File: src/rtl/rr_arbiter_4.sv
// Four-requester round-robin arbiter with registered one-hot grant and a hold-time limit.
// Define ARB_LOCK_EN to add a 'lock' input that suppresses the hold-limit release.
module rr_arbiter_4 #(
  parameter int MAX_HOLD = 8,
  parameter int CNT_W    = $clog2(MAX_HOLD + 1)
) (
  input  logic       clk,
  input  logic       rst,
  input  logic       en,
`ifdef ARB_LOCK_EN
  input  logic       lock,
`endif
  input  logic [3:0] req,
  output logic [3:0] gnt,
  output logic [1:0] gnt_idx,
  output logic       gnt_valid,
  output logic       expired
);

  typedef enum logic {IDLE, GRANT} state_t;

  state_t           state, state_nxt;
  logic [1:0]       last, last_nxt;
  logic [CNT_W-1:0] hold_cnt, hold_nxt;
  logic [3:0]       gnt_nxt;
  logic [1:0]       idx_nxt;
  logic             valid_nxt, expired_nxt;
  logic [1:0]       win_idx, cand;
  logic             win_found;
  logic             lock_active;
  logic             hold_at_max;
  logic             others_req;

`ifdef ARB_LOCK_EN
  assign lock_active = lock;
`else
  assign lock_active = 1'b0;
`endif

  assign hold_at_max = (hold_cnt == CNT_W'(MAX_HOLD));
  assign others_req  = |(req & ~gnt);

  // Rotating priority scan starting just after the previous owner.
  always_comb begin
    win_idx   = last;
    win_found = 1'b0;
    cand      = last;
    for (int k = 1; k <= 4; k++) begin
      cand = 2'(int'(last) + k);
      if (!win_found && req[cand]) begin
        win_found = 1'b1;
        win_idx   = cand;
      end
    end
  end

  always_comb begin
    state_nxt   = state;
    gnt_nxt     = gnt;
    idx_nxt     = gnt_idx;
    valid_nxt   = gnt_valid;
    expired_nxt = 1'b0;
    last_nxt    = last;
    hold_nxt    = hold_cnt;
    case (state)
      IDLE: begin
        if (en && win_found) begin
          state_nxt = GRANT;
          gnt_nxt   = 4'(4'b0001 << win_idx);
          idx_nxt   = win_idx;
          valid_nxt = 1'b1;
          last_nxt  = win_idx;
          hold_nxt  = CNT_W'(1);
        end else begin
          gnt_nxt   = 4'b0000;
          valid_nxt = 1'b0;
        end
      end
      GRANT: begin
        if (!en || !req[gnt_idx]) begin
          state_nxt = IDLE;
          gnt_nxt   = 4'b0000;
          valid_nxt = 1'b0;
          hold_nxt  = '0;
        end else if (hold_at_max && others_req && !lock_active) begin
          state_nxt   = IDLE;
          gnt_nxt     = 4'b0000;
          valid_nxt   = 1'b0;
          expired_nxt = 1'b1;
          hold_nxt    = '0;
        end else if (!hold_at_max) begin
          hold_nxt = hold_cnt + CNT_W'(1);
        end
      end
      default: begin
        state_nxt = IDLE;
        gnt_nxt   = 4'b0000;
        valid_nxt = 1'b0;
      end
    endcase
  end

  // Last is reset to 3 so requester 0 wins the first arbitration.
  always_ff @(posedge clk or posedge rst) begin
    if (rst) begin
      state     <= IDLE;
      gnt       <= 4'b0000;
      gnt_idx   <= 2'd0;
      gnt_valid <= 1'b0;
      expired   <= 1'b0;
      last      <= 2'd3;
      hold_cnt  <= '0;
    end else begin
      state     <= state_nxt;
      gnt       <= gnt_nxt;
      gnt_idx   <= idx_nxt;
      gnt_valid <= valid_nxt;
      expired   <= expired_nxt;
      last      <= last_nxt;
      hold_cnt  <= hold_nxt;
    end
  end

endmodule

File: config.mk
export PLATFORM = sky130hd
export DESIGN_NAME = rr_arbiter_4
export DESIGN_NICKNAME = d
export VERILOG_FILES = /design/src/rtl/rr_arbiter_4.sv
export SDC_FILE = /design/constraint.sdc
export NUM_CORES = 1
export LEC_CHECK = 0
export CAP_MARGIN = 20
export CELL_PAD_IN_SITES_DETAIL_PLACEMENT = 1
export CELL_PAD_IN_SITES_GLOBAL_PLACEMENT = 1
export CORE_MARGIN = 2
export CORE_UTILIZATION = 43
export DETAILED_ROUTE_END_ITERATION = 8
export PLACE_DENSITY = 0.93
export SYNTH_ARGS = -nofsm -noshare
export SYNTH_HDL_FRONTEND = slang
export SYNTH_SLANG_ARGS = --single-unit
File: constraint.sdc
create_clock -name clk -period 2.3 [get_ports clk]
set_clock_uncertainty 0.1 [all_clocks]
set_input_delay 0.23 -clock clk [delete_from_list [all_inputs] [get_ports clk]]
set_output_delay 0.23 -clock clk [all_outputs]
set_load 0.01 [all_outputs]
==> results of run 1 <==
-- flip-flops by register name, indices dropped and copies added (netlist names) --
signal	flops
gnt	4
hold_cnt	4
gnt_idx	2
last	2
expired	1
gnt_valid	1
state	1
-- final timing paths --
| kind | slack [ns] | endpoint |
|---|---|---|
| max in group asynchronous | 1.54 | hold_cnt[1] |
| worst min register to register | 0.38 | gnt_valid |
| worst max register to register | 0.60 | hold_cnt[2] |
| worst max-delay path | 0.49 | gnt[0] |
| worst min-delay path | 0.18 | state |
| min in group clk | 0.38 | gnt_valid |
-- cell type report --
type / instances / area [um^2]
repair buffers: 14 / 140
fillers: 238 / 880
clock buffers: 4 / 26.3
flip-flops and latches: 15 / 378
inverters: 4 / 15.0
multi-input cells: 64 / 489
well taps: 27 / 33.8
-- cells by family after synthesis --
group / after synthesis / share of synthesized area [%]
mux: 4 / 4.51
compound gates: 23 / 23.7
fa+ha+maj: 2 / 2.82
simple gates: 35 / 24.1
flops: 15 / 42.6
buf+inv: 5 / 2.26
-- report_power, final --
part	leakage, nW	internal (mW)	total (mW)	switching (mW)
sequential	0.190	0.353	0.462	0.109
clock	0.0150	0.0678	0.161	0.0935
combinational	0.252	0.221	0.443	0.222
total	0.456	0.642	1.07	0.425
-- stage by stage --
step | area (um^2) | hold WS [ns] | total power [mW]
after floorplan | 887 | 0.0300 | 0.720
after global placement | 1060 | 0.360 | 0.877
after detailed placement | 1060 | 0.365 | 0.906
after CTS | 1080 | 0.214 | 1.06
after global routing | 1080 | 0.266 | 1.13
final | 1080 | 0.183 | 1.07
-- synth_stat cells --
master / instances / area share (%)
sky130_fd_sc_hd__nand3b_1: 1 / 0.85
sky130_fd_sc_hd__buf_2: 1 / 0.56
sky130_fd_sc_hd__nand2b_1: 4 / 2.8
sky130_fd_sc_hd__nand4_1: 1 / 0.71
sky130_fd_sc_hd__nor4_1: 2 / 1.4
sky130_fd_sc_hd__and3b_2: 1 / 1.1
sky130_fd_sc_hd__nor2b_4: 2 / 3.1
sky130_fd_sc_hd__o41ai_2: 1 / 1.8
sky130_fd_sc_hd__a21o_1: 2 / 1.7
sky130_fd_sc_hd__inv_1: 4 / 1.7
sky130_fd_sc_hd__a32o_1: 3 / 3.4
sky130_fd_sc_hd__o21ai_1: 1 / 0.56
sky130_fd_sc_hd__nor2_1: 6 / 2.5
sky130_fd_sc_hd__dfrtp_1: 13 / 37
sky130_fd_sc_hd__a31o_1: 1 / 0.99
sky130_fd_sc_hd__or2_1: 1 / 0.71
sky130_fd_sc_hd__a22o_1: 2 / 2.0
sky130_fd_sc_hd__a31o_2: 1 / 0.99
sky130_fd_sc_hd__and2b_2: 1 / 0.99
sky130_fd_sc_hd__and3_1: 1 / 0.71
sky130_fd_sc_hd__a32oi_1: 1 / 0.99
sky130_fd_sc_hd__o21a_1: 1 / 0.85
sky130_fd_sc_hd__o22ai_2: 1 / 1.4
sky130_fd_sc_hd__mux2i_1: 4 / 4.5
sky130_fd_sc_hd__and2_4: 1 / 0.99
sky130_fd_sc_hd__nand2_1: 3 / 1.3
sky130_fd_sc_hd__o41ai_4: 1 / 3.1
sky130_fd_sc_hd__or2_2: 1 / 0.71
sky130_fd_sc_hd__nor2b_1: 4 / 2.8
sky130_fd_sc_hd__a21oi_1: 4 / 2.3
sky130_fd_sc_hd__ha_1: 2 / 2.8
sky130_fd_sc_hd__nand3_1: 6 / 3.4
sky130_fd_sc_hd__dfstp_2: 2 / 5.9
sky130_fd_sc_hd__a22oi_1: 2 / 1.7
sky130_fd_sc_hd__o41ai_1: 2 / 2.0
-- worst register-to-register path, delay by kind of cell, from the launching register on --
| family | cells | cell delay [ns] |
|---|---|---|
| AO/OA/AOI/OAI | 3 | 0.57 |
| adder cells (fa/ha/maj) | 1 | 0.15 |
| AND/OR/NAND/NOR | 1 | 0.26 |
| flip-flops | 1 | 0.41 |
| buffers and inverters | 1 | 0.12 |
-- layer usage --
| layer | part of all wire [%] | wire length [um] | track usage (%) | vias to the layer above |
|---|---|---|---|---|
| met3 | 4.3 | 100 | 4.29 | 6 |
| met1 | 48 | 1120 | 28.5 | 375 |
| met4 | 3.4 | 81 | 13.0 | 0 |
| li1 | - | - | - | 351 |
| met2 | 44 | 1040 | 34.0 | 21 |
| met5 | 0 | 0 | 0 | - |
==> results.yml, run 1 <==
status:
  run_status: "finished, final reports clean"
worst_setup_path:
  worstSetupStartpointType: "input port"
  crit_path_cell_trace: "clkdlybuf4s50_1 -> o41ai_2 -> nor2_1 -> a32o_1"
  worst-r2r-cell-count: 6
  worstSetupPathDepth: 4
  ws_path_type: "in2reg"
  critPathLaunch: "req[2]"
  cp_slowest_cell: "sky130_fd_sc_hd__o41ai_2"
  worstPathBufferInverterCount: 1
  family_with_the_most_delay_on_the_worst_path: "compound AO/OA/AOI/OAI gates"
  worst_r2r_startpoint: "hold_cnt[0]"
  cp.arrival_ns: 1.91
  timing.critical_path.required_ns: 2.40
  cp-end-kind: "register"
  timing.critical_path.slowest_cell_delay_ns: 0.57
  timing.critical_path.fanout_max: 12
finish:
  mostFrequentLayoutCell: "sky130_fd_sc_hd__clkdlybuf4s50_1"
  finish.cell_count_without_fillers: 128
  most_used_cells_in_the_layout_excluding_fill_and_tap_cells: "sky130_fd_sc_hd__clkdlybuf4s50_1, sky130_fd_sc_hd__dfrtp_1, sky130_fd_sc_hd__nand3_1, sky130_fd_sc_hd__nor2_1"
  layout-drive-gt1-share_pct: 14.9
  antenna-diode-count: 0
  finish.net_count: 111
  layout-area-overhead-vs-synth_pct: 22.0
  post-route-util_pct: 55.2
routing:
  via_per_inst: 5.88
  drt_iter0_drc: 7
  detail_route.first_pass.iterations: 4
  drtAntennaViolNets: 0
  routed_wire_length_per_instance_um: 18.4
  num_vias: 753
  drc: 0
  routed_wirelength_mm: 2.35
clocking:
  htree_num_levels: 1
  cts.path.max_buffers: 2
  tritoncts: "yes"
  clock_buffer_count_from_cts: 3
  cts-root-buf: "sky130_fd_sc_hd__clkbuf_4"
  cts.sink_count: 15
  post_cts_resized: 0
  insertion_delay_to_the_later_sink_of_the_worst_skew_pair_ns: 0.30
  cts.reportedPaths.clkPinSlew_ns: 0.09
  hold_buffers: 0
  post_cts_setup_driven_buffer_insertion_count: 0
logic_synthesis:
  synth.ff_latch_count: 15
  synth.yosys.warnings: 0
  synth.distinct_cells: 35
  syn_avg_cell_area_um2: 10.6
  synth.yosys.seq_area_share_pct: 42.6
  syn-instance-count: 84
  mappedNetlistArea_um2: 887
  synthesis.nets: 93
place:
  port_buffers: 14
  numPlacedInstances: 124
  finalWeightedCongestion: 0.768
  post-place-ws_ns: 0.196
  post-dp-hpwl_mm: 1.74
floorplanning:
  core_area_um2: 1960
  chip_height_um: 49.4
  io-pin-count: 15
  dieArea_um2: 2440
  initial_core_util_pct: 45.2
  chipWidth_um: 49.4
  std_cell_rows: 16
global_route:
  grt_pass1_wl_mm: 3.91
  track_usage_pct: 22.0
  vias_in_the_first_global_route: 789
  grt.overflow.total: 0
  grt_max_degree: 16
  grt_antenna_before_repair: 0
sta:
  finalSetupViolations: 0
  worst_slew_margin_rel_pct: 51.8
  rsz0062_at_grt: "no"
  final.min_clock_period_ns: 1.81
  worstMarginPinSlew_ns: 0.721
  final.setup.worst_slack_ns: 0.489
  final_max_slew_viol_count: 0
  fmaxAchievable_mhz: 552
  fin_tns_setup_ns: 0
  final_hold_viol_count: 0
  fin_crit_sh_pct: 78.7
pwr:
  worst_vdd_drop_uv: 742
  cellLeakagePower_nw: 0.456
  power.density_cell_area_nw_per_um2: 986
run:
  count_of_max_cap_constraint_violations: 0
hold_path:
  hold_path_class: "in2async"
No activity file was read; power rests on OpenSTA's default activity.
==> inputs of run 2 (changes only) <==
--- a/config.mk
+++ b/config.mk
@@ -9,9 +9,9 @@
 export CELL_PAD_IN_SITES_DETAIL_PLACEMENT = 1
 export CELL_PAD_IN_SITES_GLOBAL_PLACEMENT = 1
 export CORE_MARGIN = 2
-export CORE_UTILIZATION = 43
+export CORE_UTILIZATION = 40
 export DETAILED_ROUTE_END_ITERATION = 8
-export PLACE_DENSITY = 0.93
+export PLACE_DENSITY = 0.88
 export SYNTH_ARGS = -nofsm -noshare
 export SYNTH_HDL_FRONTEND = slang
 export SYNTH_SLANG_ARGS = --single-unit
==> constraint.sdc (replaced) <==
create_clock -name clk -period 1.9 [get_ports clk]
set_clock_uncertainty 0.1 [all_clocks]
set_input_delay 0.19 -clock clk [delete_from_list [all_inputs] [get_ports clk]]
set_output_delay 0.19 -clock clk [all_outputs]
set_load 0.01 [all_outputs]
==> results.yml, run 2 (synthesis gave the netlist of run 1 again) <==
status:
  run_status: "finished, final reports clean"
hold_path:
  hold_path_class: "in2async"
floorplanning:
  chipWidth_um: 51.1
  core_area_um2: 2150
  chip_height_um: 51.1
  std_cell_rows: 17
  io-pin-count: 15
  initial_core_util_pct: 41.3
  dieArea_um2: 2610
sta:
  finalSetupViolations: 0
  worst_slew_margin_rel_pct: 55.9
  worstMarginPinSlew_ns: 0.659
  fin_crit_sh_pct: 92.0
  rsz0062_at_grt: "no"
  fin_tns_setup_ns: 0
  final.min_clock_period_ns: 1.75
  final_max_slew_viol_count: 0
  fmaxAchievable_mhz: 572
  final_hold_viol_count: 0
run:
  count_of_max_cap_constraint_violations: 0
worst_setup_path:
  cp.arrival_ns: 1.83
  timing.critical_path.fanout_max: 12
  timing.critical_path.required_ns: 1.99
  cp-end-kind: "register"
  ws_path_type: "in2reg"
  worstSetupStartpointType: "input port"
pwr:
  worst_vdd_drop_uv: 640
  cellLeakagePower_nw: 0.483
  fin_total_pwr_mw: 1.28
  power.density_cell_area_nw_per_um2: 1140
routing:
  routed_wire_length_per_instance_um: 16.5
  drtAntennaViolNets: 0
  drc: 0
  via_per_inst: 5.60
  num_vias: 751
  drt_iter0_drc: 7
  detail_route.first_pass.iterations: 4
  routed_wirelength_mm: 2.21
clocking:
  htree_num_levels: 1
  cts.path.max_buffers: 2
  insertion_delay_to_the_later_sink_of_the_worst_skew_pair_ns: 0.29
  post_cts_setup_driven_buffer_insertion_count: 0
  cts.sink_count: 15
  clock_buffer_count_from_cts: 3
  cts.reportedPaths.clkPinSlew_ns: 0.09
  post_cts_resized: 0
  hold_buffers: 0
  tritoncts: "yes"
  cts-root-buf: "sky130_fd_sc_hd__clkbuf_4"
place:
  post-dp-hpwl_mm: 1.66
  numPlacedInstances: 130
  finalWeightedCongestion: 0.773
  port_buffers: 14
  postPlaceCellArea_um2: 1090
finish:
  multiInputGateArea_um2: 489
  post-route-util_pct: 52.2
  antenna-diode-count: 0
  most_used_cells_in_the_layout_excluding_fill_and_tap_cells: "sky130_fd_sc_hd__clkdlybuf4s50_1, sky130_fd_sc_hd__dfrtp_1, sky130_fd_sc_hd__nand3_1, sky130_fd_sc_hd__nor2_1, sky130_fd_sc_hd__buf_4"
  seqCellArea_um2: 378
  top_regs: "gnt x4, hold_cnt x4"
  finish.cell_count_without_fillers: 134
  number_of_fill_cells: 238
  mostFrequentLayoutCell: "sky130_fd_sc_hd__clkdlybuf4s50_1"
  finish.net_count: 116
  post-route-cell-area_um2: 1120
  layout-area-overhead-vs-synth_pct: 26.5
  layout-drive-gt1-share_pct: 19.8
global_route:
  grt.overflow.total: 0
  grt_pass1_wl_mm: 3.68
  track_usage_pct: 19.1
  vias_in_the_first_global_route: 797
  grt_max_degree: 16
  grt_antenna_before_repair: 0
==> run 2: stage by stage <==
step	hold slack (ns)	setup WS, ns
final	0.143	0.152
after global routing	0.198	0.0640
after CTS	0.173	0.152
after detailed placement	0.374	-0.107
after global placement	0.365	-0.0406
after floorplan	-0.00995	0.379
==> run 2: critical path: stages <==
cell                              delay (ns)
sky130_fd_sc_hd__clkdlybuf4s50_1        0.52
sky130_fd_sc_hd__o41ai_2                0.55
sky130_fd_sc_hd__nor2_1                 0.29
sky130_fd_sc_hd__a32o_1                 0.29
==> run 2: final timing paths <==
kind | start | to | slack (ns) | cells past startpoint
min reg2reg | gnt_valid | gnt_valid | 0.39 | 1
max reg2reg | gnt_idx[0] | hold_cnt[1] | 0.22 | 4
max in group asynchronous | rst | hold_cnt[0] | 1.18 | 2
min in group clk | gnt_valid | gnt_valid | 0.39 | 1
min | rst | gnt[2] | 0.14 | 2
max | req[3] | gnt[1] | 0.15 | 4
==> run 2: power breakdown <==
| part | internal (mW) | switching [mW] | leakage (nW) |
|---|---|---|---|
| registers | 0.427 | 0.134 | 0.190 |
| logic | 0.274 | 0.261 | 0.276 |
| clock network | 0.0783 | 0.109 | 0.0177 |
==> run 2: cell type report <==
cell class | instances | area share [%]
multi-input cells | 64 | 43.6
flip-flops and latches | 15 | 33.7
repair buffers | 19 | 15.8
well taps | 28 | 3.12
clock buffers | 3 | 2.01
inverters | 4 | 1.34
clock inverters | 1 | 0.446
==> run 2: layer usage <==
layer	up-vias	track usage (%)	wire length, um
met5	-	0	0
met4	0	7.66	36
met3	5	2.92	56
met2	15	31.2	1080
met1	369	25.2	1040
li1	362	-	-
